## src/rtl/hdmi_link_ctrl.sv

```systemverilog
// HDMI/DVI link bring-up sequencer: qualifies PLL lock, hot-plug and enable,
// then steps OFF -> WAIT_LOCK -> SETTLE (control tokens) -> ACTIVE (pass-through).
module hdmi_link_ctrl #(
  parameter int SETTLE_CYCLES = 1024,
  parameter int HPD_DEBOUNCE  = 16,
  parameter int LOCK_FILTER   = 8
) (
  input  logic        clk_pixel,
  input  logic        reset,
  input  logic        pll_lock,
  input  logic        hpd,
  input  logic        enable,
  input  logic        hsync,
  input  logic        vsync,
  input  logic [29:0] tmds_in,
  output logic [29:0] tmds_out,
  output logic        serdes_reset,
  output logic        link_active,
  output logic [1:0]  state,
  output logic [7:0]  relink_count
);

  localparam logic [9:0] T00 = 10'b1101010100;
  localparam logic [9:0] T01 = 10'b0010101011;
  localparam logic [9:0] T10 = 10'b0101010100;
  localparam logic [9:0] T11 = 10'b1010101011;

  localparam int LOCK_W   = $clog2(LOCK_FILTER   > 1 ? LOCK_FILTER   : 2);
  localparam int SETTLE_W = $clog2(SETTLE_CYCLES > 1 ? SETTLE_CYCLES : 2);
  localparam int DEB_W    = $clog2(HPD_DEBOUNCE  > 1 ? HPD_DEBOUNCE  : 2);

  localparam logic [LOCK_W-1:0]   LOCK_MAX   = LOCK_W'(LOCK_FILTER - 1);
  localparam logic [SETTLE_W-1:0] SETTLE_MAX = SETTLE_W'(SETTLE_CYCLES - 1);
  localparam logic [DEB_W-1:0]    DEB_MAX    = DEB_W'(HPD_DEBOUNCE - 1);

  typedef enum logic [1:0] {
    OFF       = 2'd0,
    WAIT_LOCK = 2'd1,
    SETTLE    = 2'd2,
    ACTIVE    = 2'd3
  } state_t;

  function automatic logic [9:0] ctl_token(input logic [1:0] vh);
    case (vh)
      2'b00:   ctl_token = T00;
      2'b01:   ctl_token = T01;
      2'b10:   ctl_token = T10;
      default: ctl_token = T11;
    endcase
  endfunction

  logic lock_meta, lock_s, hpd_meta, hpd_s, hpd_ok, go;
  logic [DEB_W-1:0] deb_cnt;

  // 2-flop synchronisers followed by a level debounce on hpd.
  always_ff @(posedge clk_pixel) begin
    if (reset) begin
      lock_meta <= 1'b0;
      lock_s    <= 1'b0;
      hpd_meta  <= 1'b0;
      hpd_s     <= 1'b0;
      hpd_ok    <= 1'b0;
      deb_cnt   <= '0;
    end else begin
      lock_meta <= pll_lock;
      lock_s    <= lock_meta;
      hpd_meta  <= hpd;
      hpd_s     <= hpd_meta;
      if (hpd_s != hpd_ok) begin
        if (deb_cnt == DEB_MAX) begin
          hpd_ok  <= hpd_s;
          deb_cnt <= '0;
        end else begin
          deb_cnt <= deb_cnt + 1'b1;
        end
      end else begin
        deb_cnt <= '0;
      end
    end
  end

  assign go = enable & hpd_ok;

  state_t                cur, nxt;
  logic [LOCK_W-1:0]     lock_cnt, lock_nxt;
  logic [SETTLE_W-1:0]   settle_cnt, settle_nxt;
  logic [7:0]            relink_nxt;
  logic [29:0]           tmds_nxt;
  logic                  sr_nxt, la_nxt;

  always_ff @(posedge clk_pixel) begin
    if (reset) begin
      cur          <= OFF;
      lock_cnt     <= '0;
      settle_cnt   <= '0;
      relink_count <= 8'd0;
      tmds_out     <= {3{T00}};
      serdes_reset <= 1'b1;
      link_active  <= 1'b0;
    end else begin
      cur          <= nxt;
      lock_cnt     <= lock_nxt;
      settle_cnt   <= settle_nxt;
      relink_count <= relink_nxt;
      tmds_out     <= tmds_nxt;
      serdes_reset <= sr_nxt;
      link_active  <= la_nxt;
    end
  end

  // !go has priority over lock loss, which has priority over progress.
  always_comb begin
    nxt        = cur;
    lock_nxt   = lock_cnt;
    settle_nxt = settle_cnt;
    relink_nxt = relink_count;
    case (cur)
      OFF: begin
        if (go) begin
          nxt      = WAIT_LOCK;
          lock_nxt = '0;
        end
      end
      WAIT_LOCK: begin
        if (!go) begin
          nxt = OFF;
        end else if (!lock_s) begin
          lock_nxt = '0;
        end else if (lock_cnt == LOCK_MAX) begin
          nxt        = SETTLE;
          settle_nxt = '0;
        end else begin
          lock_nxt = lock_cnt + 1'b1;
        end
      end
      SETTLE: begin
        if (!go) begin
          nxt = OFF;
        end else if (!lock_s) begin
          nxt      = WAIT_LOCK;
          lock_nxt = '0;
        end else if (settle_cnt == SETTLE_MAX) begin
          nxt = ACTIVE;
        end else begin
          settle_nxt = settle_cnt + 1'b1;
        end
      end
      default: begin
        if (!go || !lock_s) begin
          nxt      = go ? WAIT_LOCK : OFF;
          lock_nxt = '0;
          if (relink_count != 8'hFF) relink_nxt = relink_count + 1'b1;
        end
      end
    endcase

    // Outputs are keyed off the next state so they line up with state.
    tmds_nxt = {3{T00}};
    sr_nxt   = 1'b1;
    la_nxt   = 1'b0;
    case (nxt)
      SETTLE: begin
        sr_nxt   = 1'b0;
        tmds_nxt = {T00, T00, ctl_token({vsync, hsync})};
      end
      ACTIVE: begin
        sr_nxt   = 1'b0;
        la_nxt   = 1'b1;
        tmds_nxt = tmds_in;
      end
      default: ;
    endcase
  end

  assign state = cur;

endmodule
```

## config.mk

```make
export PLATFORM = sky130hd
export DESIGN_NAME = hdmi_link_ctrl
export DESIGN_NICKNAME = d
export VERILOG_FILES = /design/src/rtl/hdmi_link_ctrl.sv
export SDC_FILE = /design/constraint.sdc
export NUM_CORES = 1
export LEC_CHECK = 0
export ABC_AREA = 1
export CAP_MARGIN = 20
export CELL_PAD_IN_SITES_DETAIL_PLACEMENT = 0
export CELL_PAD_IN_SITES_GLOBAL_PLACEMENT = 1
export CORE_ASPECT_RATIO = 1.1
export CORE_MARGIN = 3
export CORE_UTILIZATION = 32
export CTS_BUF_LIST = sky130_fd_sc_hd__clkbuf_4 sky130_fd_sc_hd__clkbuf_8
export DETAILED_ROUTE_END_ITERATION = 8
export HOLD_SLACK_MARGIN = 0.03
export PLACE_DENSITY_LB_ADDON = 0.1
export SETUP_SLACK_MARGIN = 0.3
export SKIP_CTS_REPAIR_TIMING = 1
export SLEW_MARGIN = 20
export SYNTH_ARGS = -nofsm -noshare
export SYNTH_HDL_FRONTEND = slang
export SYNTH_SLANG_ARGS = --single-unit
```

## constraint.sdc

```tcl
create_clock -name clk_pixel -period 1.5 [get_ports clk_pixel]
set_input_delay 0.3 -clock clk_pixel [delete_from_list [all_inputs] [get_ports clk_pixel]]
set_output_delay 0.3 -clock clk_pixel [all_outputs]
set_load 0.01 [all_outputs]
```

Word-level counts from Yosys, hierarchy flattened. Cells that the tools add are included.

Word-level logic and storage cells: 83. Output and inout port bits: 42. Input port bits: 37. Register bits after elaboration: 64.

Eq/ne operators: 20. Bitwise logic cells: 3. Mux-type cells: 29. Reductions and logical operators: 14. $add $sub $neg: 4.

Operators by type and width (count): 10-bit two-way mux (6); 30-bit one-hot mux with 2 select lines (1); 10-bit one-hot mux with 3 select lines (1); 3-bit two-way mux (7); 10-bit one-hot mux with 2 select lines (1); 2-bit two-way mux (8); 2-bit inequality test, second input constant (8); 10-bit by 1-bit adder with 10-bit output, second input constant (1); 10-bit == test, second input constant (1); 3-bit one-hot mux with 3 select lines (1); 8-bit by 1-bit adder with 8-bit output, second input constant (1); 2-bit == test, second input constant (4); 8-bit inequality test, second input constant (1); 7-bit AND reduction (1); 2-bit one-hot mux with 3 select lines (1); 6-bit AND reduction (1); 3-bit OR reduction (2); 4-bit by 1-bit adder with 4-bit output, second input constant (1); 2-bit by 1-bit == test with 1-bit output, second input constant (2); 4-bit == test, second input constant (1); 2-bit logical NOT (2); 4-bit nonzero test (1); 3-bit by 1-bit adder with 3-bit output, second input constant (1); 3-bit == test, second input constant (1); 11 further kinds (15).

Longest topological paths before layout.
Depth after elaboration: 8. Mapped depth: 12. Depth with buffers taken out: 12.

Worst setup path before layout. No wires, ideal clock.

Path kind: flip-flop to flip-flop. Start point: reg settle_cnt[0]. End point: reg tmds_out[12]. Data arrival time: 1.456 ns. Buffers on the path: 1. Cell stages (with the launch flop): 12. Clock period less this slack: 1.568 ns. Setup slack: -0.068 ns. Required time: 1.388 ns. Setup time: 0.112 ns. Cells stage by stage: dfxtp_1 -> ha_1 -> nand3_2 -> nor2_1 -> nand2_1 -> nand2_1 -> nand2_2 -> nand3_4 -> nand2_4 -> nor2_8 -> buf_12 -> nand2_2.

Longest elaborated chain between the ends: 7. Elaborated cells on any way between the ends: 8. Those cells by class: 3 x eq/ne; 5 x mux.

Ends and longest elaborated chain: start: declaration (line 86) `logic [SETTLE_W-1:0] settle_cnt, settle_nxt;`; start signal: assignment (line 103) `settle_cnt <= settle_nxt;`; 10-bit == test (*) (line 142) `end else if (settle_cnt == SETTLE_MAX) begin`; 2-bit two-way mux (*) (line 142); 2-bit two-way mux (*) (line 139) `end else if (!lock_s) begin`; 2-bit two-way mux (*) (line 137) `if (!go) begin`; 2-bit one-hot mux with 3 select lines (*) (line 117) `case (cur)`; 2-bit == test (line 161) `case (nxt)`; 30-bit one-hot mux with 2 select lines (*) (line 161); end signal: assignment (line 97) `tmds_out <= {3{T00}};`; end signal: assignment (line 105) `tmds_out <= tmds_nxt;`; end: declaration (line 16) `output logic [29:0] tmds_out,`.

Mark *: on every way between the ends. The rest lies on a longest branch, timed or not. A chain may end at the register's enable or synchronous reset.

Worst setup path in the final report.
Start point: reg lock_cnt[0]. End point: reg settle_cnt[5].

Longest elaborated chain between the ends: 3.

Ends and longest elaborated chain: start: declaration (line 85) `logic [LOCK_W-1:0] lock_cnt, lock_nxt;`; start signal: assignment (line 102) `lock_cnt <= lock_nxt;`; 3-bit == test (line 129) `end else if (lock_cnt == LOCK_MAX) begin`; 2-bit inequality test (no line); 7-bit AND reduction (no line).

Every way passes these cells.

==> key figures <==
Global routing
  • First-pass GRT wire length: ~11000 microns
  • Total global-route track usage: 0.143
  • Pin count of the biggest net entering global routing: 13
  • Initial antenna violation count: 0
  • Busiest grt layer: met2
  • Total gr overflow: 0
  • GR Util met2: 0.227
  • Met3 Use GR: 0.0633
  • Vias in the first global route: 2370
  • Routing usage on met1: 0.170

Route
  • Vias per inst: 4.35
  • WL final: approximately 6700 microns
  • TritonRoute pass-1 iters: 4
  • Routed Antenna Nets: 0
  • Starting DRT DRC Count: 26
  • Wirelength per Cell: 11.4 microns
  • DRC: 0
  • DR vias: 2544

Yosys
  • Mapped Nets: around 380
  • Yosys top cell area share: 0.477
  • Sequential share of the synthesized area: 0.477
  • Top-count cell post-synth: dfxtp_1
  • FF+latch count, synth: 64
  • Yosys warnings: 0
  • Count of cell types in the netlist: 32
  • Ranking of synthesized cells by area: dfxtp_1 (48%), nand2_1 (8.1%), inv_1 (7.1%), nor2_1 (6.3%), ha_1 (4.2%)
  • Avg Inst Size Synth: 8.02 sq um
  • Top cell type by total area after synthesis: dfxtp_1
  • Synth Instances: 335
  • FFs w/ async S/R, synth: 0
  • Post-Syn Area: 0.00269 sq mm
  • Top FF cell, synth: dfxtp_1
  • Post-synth EDFFs: 0
  • Top cells by count, synth: dfxtp_1 (64), nand2_1 (58), inv_1 (51), nor2_1 (45), a21oi_1 (21)

CTS
  • CTS tree: done
  • Worst-Skew Late Latency: between 300 and 400 ps
  • Clk sink count: 64
  • Clock Pin Slew Worst Setup and Hold Paths: 70 ps
  • Num CTS Buffers: 9
  • CTS Buffer Depth: 2
  • # H-tree levels: 3
  • Root cell of the clock tree: clkbuf_8

Min path
  • HP Start: lock_meta
  • Worst Hold Depth: 2
  • Worst Hold Class: register to register

Power
  • Leakage: around 2.2 nW
  • Pwr Density: 814 mW/mm^2
  • Peak supply drop: 0.662 mV

Finish
  • Final net count: 518
  • Area Growth Syn to Fin: 71.1%
  • Layout cell share with drive strength beyond 1: 0.342
  • Post-route cell area: 0.00460 sq mm
  • Fill count: between 700 and 800
  • N_diodes: 0

Timing
  • Unrepaired setup endpoints after global routing: true
  • F_max: 634 MHz
  • Worst Tran Pin Value: approximately 330 ps
  • Relative slew slack: 0.777
  • Final setup viols: 24
  • Worst Clk Skew: between 7 and 8 ps
  • Period utilization: 1.05
  • Setup WS post-layout: -76.3 ps
  • Tmin final: 1580 ps
  • Hold Violations, Final: 0
  • Slew Limit Fails: 0

Critical path
  • Setup CP Type: register to register
  • Crit path capture type: register
  • Max FO, Critical Path: 5
  • CP startpoint kind: register
  • CP max stage cell: dfxtp_2
  • Critical Path Start: lock_cnt[0]
  • Critical Path, Cell by Cell: ha_4, ha_4, inv_4, o21ai_4, nand2_2, nor2_4, buf_12, nand2_2, nor2_1, nor2_1
  • Worst EP arrival: around 1800 ps
  • Worst Path Required: 1730 ps
  • CP bufs+invs: 2
  • CP Depth: 10
  • CP peak stage delay: 350 ps
  • Worst R2R Start: lock_cnt[0]
  • CP top delay family: simple AND/OR/NAND/NOR gates
  • Cells on worst reg2reg path: 10

Flow run
  • Max cap viols: 0

Floorplanning
  • Chip width: between 90 and 100 microns
  • Starting density of the core: 0.334
  • Die Ht: 102 microns
  • Die area: roughly 0.0095 sq mm
  • Io pins: 79
  • Core area: 0.00804 sq mm
  • Rows: 34

Place
  • Port bufs: between 70 and 80
  • DP HPWL: roughly 5000 microns
  • Placer Congestion: 0.779
  • Placed cell areas: 0.00394 sq mm
  • Dpl ws: -322 ps

Run status
  • Failing checks: negative setup slack
  • Status: finished with violations
==> cells in the final DEF (no fill, tap or decap), types with 2 or more instances in the layout <==
cell type / instances
dlymetal6s2s_1: 36
nor2_1: 38
a31oi_1: 2
nor3_1: 5
nand3_2: 2
nand2_2: 20
clkdlybuf4s50_1: 35
buf_12: 3
nand2_8: 2
inv_2: 8
dfxtp_2: 11
clkbuf_2: 6
xor2_1: 4
bufinv_16: 3
nand2_4: 5
ha_1: 5
a21oi_4: 2
nor2_4: 6
o21ai_4: 2
a21oi_2: 6
nand4_1: 10
nand3_1: 11
inv_4: 2
o21ai_0: 5
dfxtp_4: 4
buf_4: 43
inv_1: 44
a21oi_1: 15
clkbuf_8: 10
ha_4: 4
nor3_2: 2
o21ai_1: 3
nand2_1: 47
nand3_4: 3
buf_6: 6
xnor2_1: 3
dfxtp_1: 49
nor2_2: 7
==> metrics by stage <==
step           hold WS [ps]  TNS (ps)  cells   util  total power, mW
2_1_floorplan           388         0    335      -             1.79
3_3_place_gp            395    -11150    552  0.490             1.91
3_5_place_dp            394    -12750    552  0.490             1.91
4_1_cts                 404     -2040    568  0.522             3.79
5_1_grt                 432     -4340    585  0.572             3.87
6_report                402      -924    585  0.572             3.74
==> flip-flops by register name (all words and copies together) (netlist names) <==
register and flops:
hpd_s 1, state 2, relink_count 8, hpd_meta 1, tmds_out 30, lock_meta 1
settle_cnt 10, link_active 1, deb_cnt 4, serdes_reset 1, hpd_ok 1, lock_cnt 3
lock_s 1
==> layer usage <==
| metal | part of all wire | up-vias |
|---|---|---|
| met5 | 0 | - |
| met4 | 0.017 | 0 |
| met3 | 0.084 | 11 |
| met2 | 0.48 | 56 |
| met1 | 0.42 | 1147 |
| li1 | - | 1330 |
==> logic make-up after synthesis <==
family / count (synthesis) / share of synthesized area
AOI/OAI and AO/OA: 37 / 0.0819
buffers and inverters: 58 / 0.0880
xor gates and xnor gates: 7 / 0.0228
DFF: 64 / 0.477
and+or+nand+nor: 160 / 0.289
adders and majority gates: 9 / 0.0419
==> worst register-to-register path: stages, from the launching register on <==
cell and delay [ps]:
dfxtp_2 350, ha_4 140, ha_4 130, inv_4 40
o21ai_4 240, nand2_2 100, nor2_4 180, buf_12 130
nand2_2 40, nor2_1 90, nor2_1 50
==> where the power goes <==
group	internal (mW)	total [mW]	switching (mW)
sequential	1.70	1.70	0.00249
combinational	0.108	0.172	0.0646
clock	1.16	1.87	0.712
==> path summary, 6_finish.rpt <==
path                            slack (ps)       endpoint
worst min-delay path                   400         lock_s
worst max-delay path                   -80  settle_cnt[5]
worst max register to register         -80  settle_cnt[5]
worst min register to register         400         lock_s
==> layout make-up <==
class | count | area [sq um] | share of cell area
Clock buffer | 10 | 138 | 0.0299
Clock inverter | 6 | 115 | 0.0250
Inverter | 54 | 208 | 0.0452
Multi-Input combinational cell | 214 | 1410 | 0.307
Sequential cell | 64 | 1310 | 0.285
Tap cell | 108 | 135 | 0.0294
Timing Repair Buffer | 129 | 1280 | 0.279
Power figures use the tool's default switching activity.
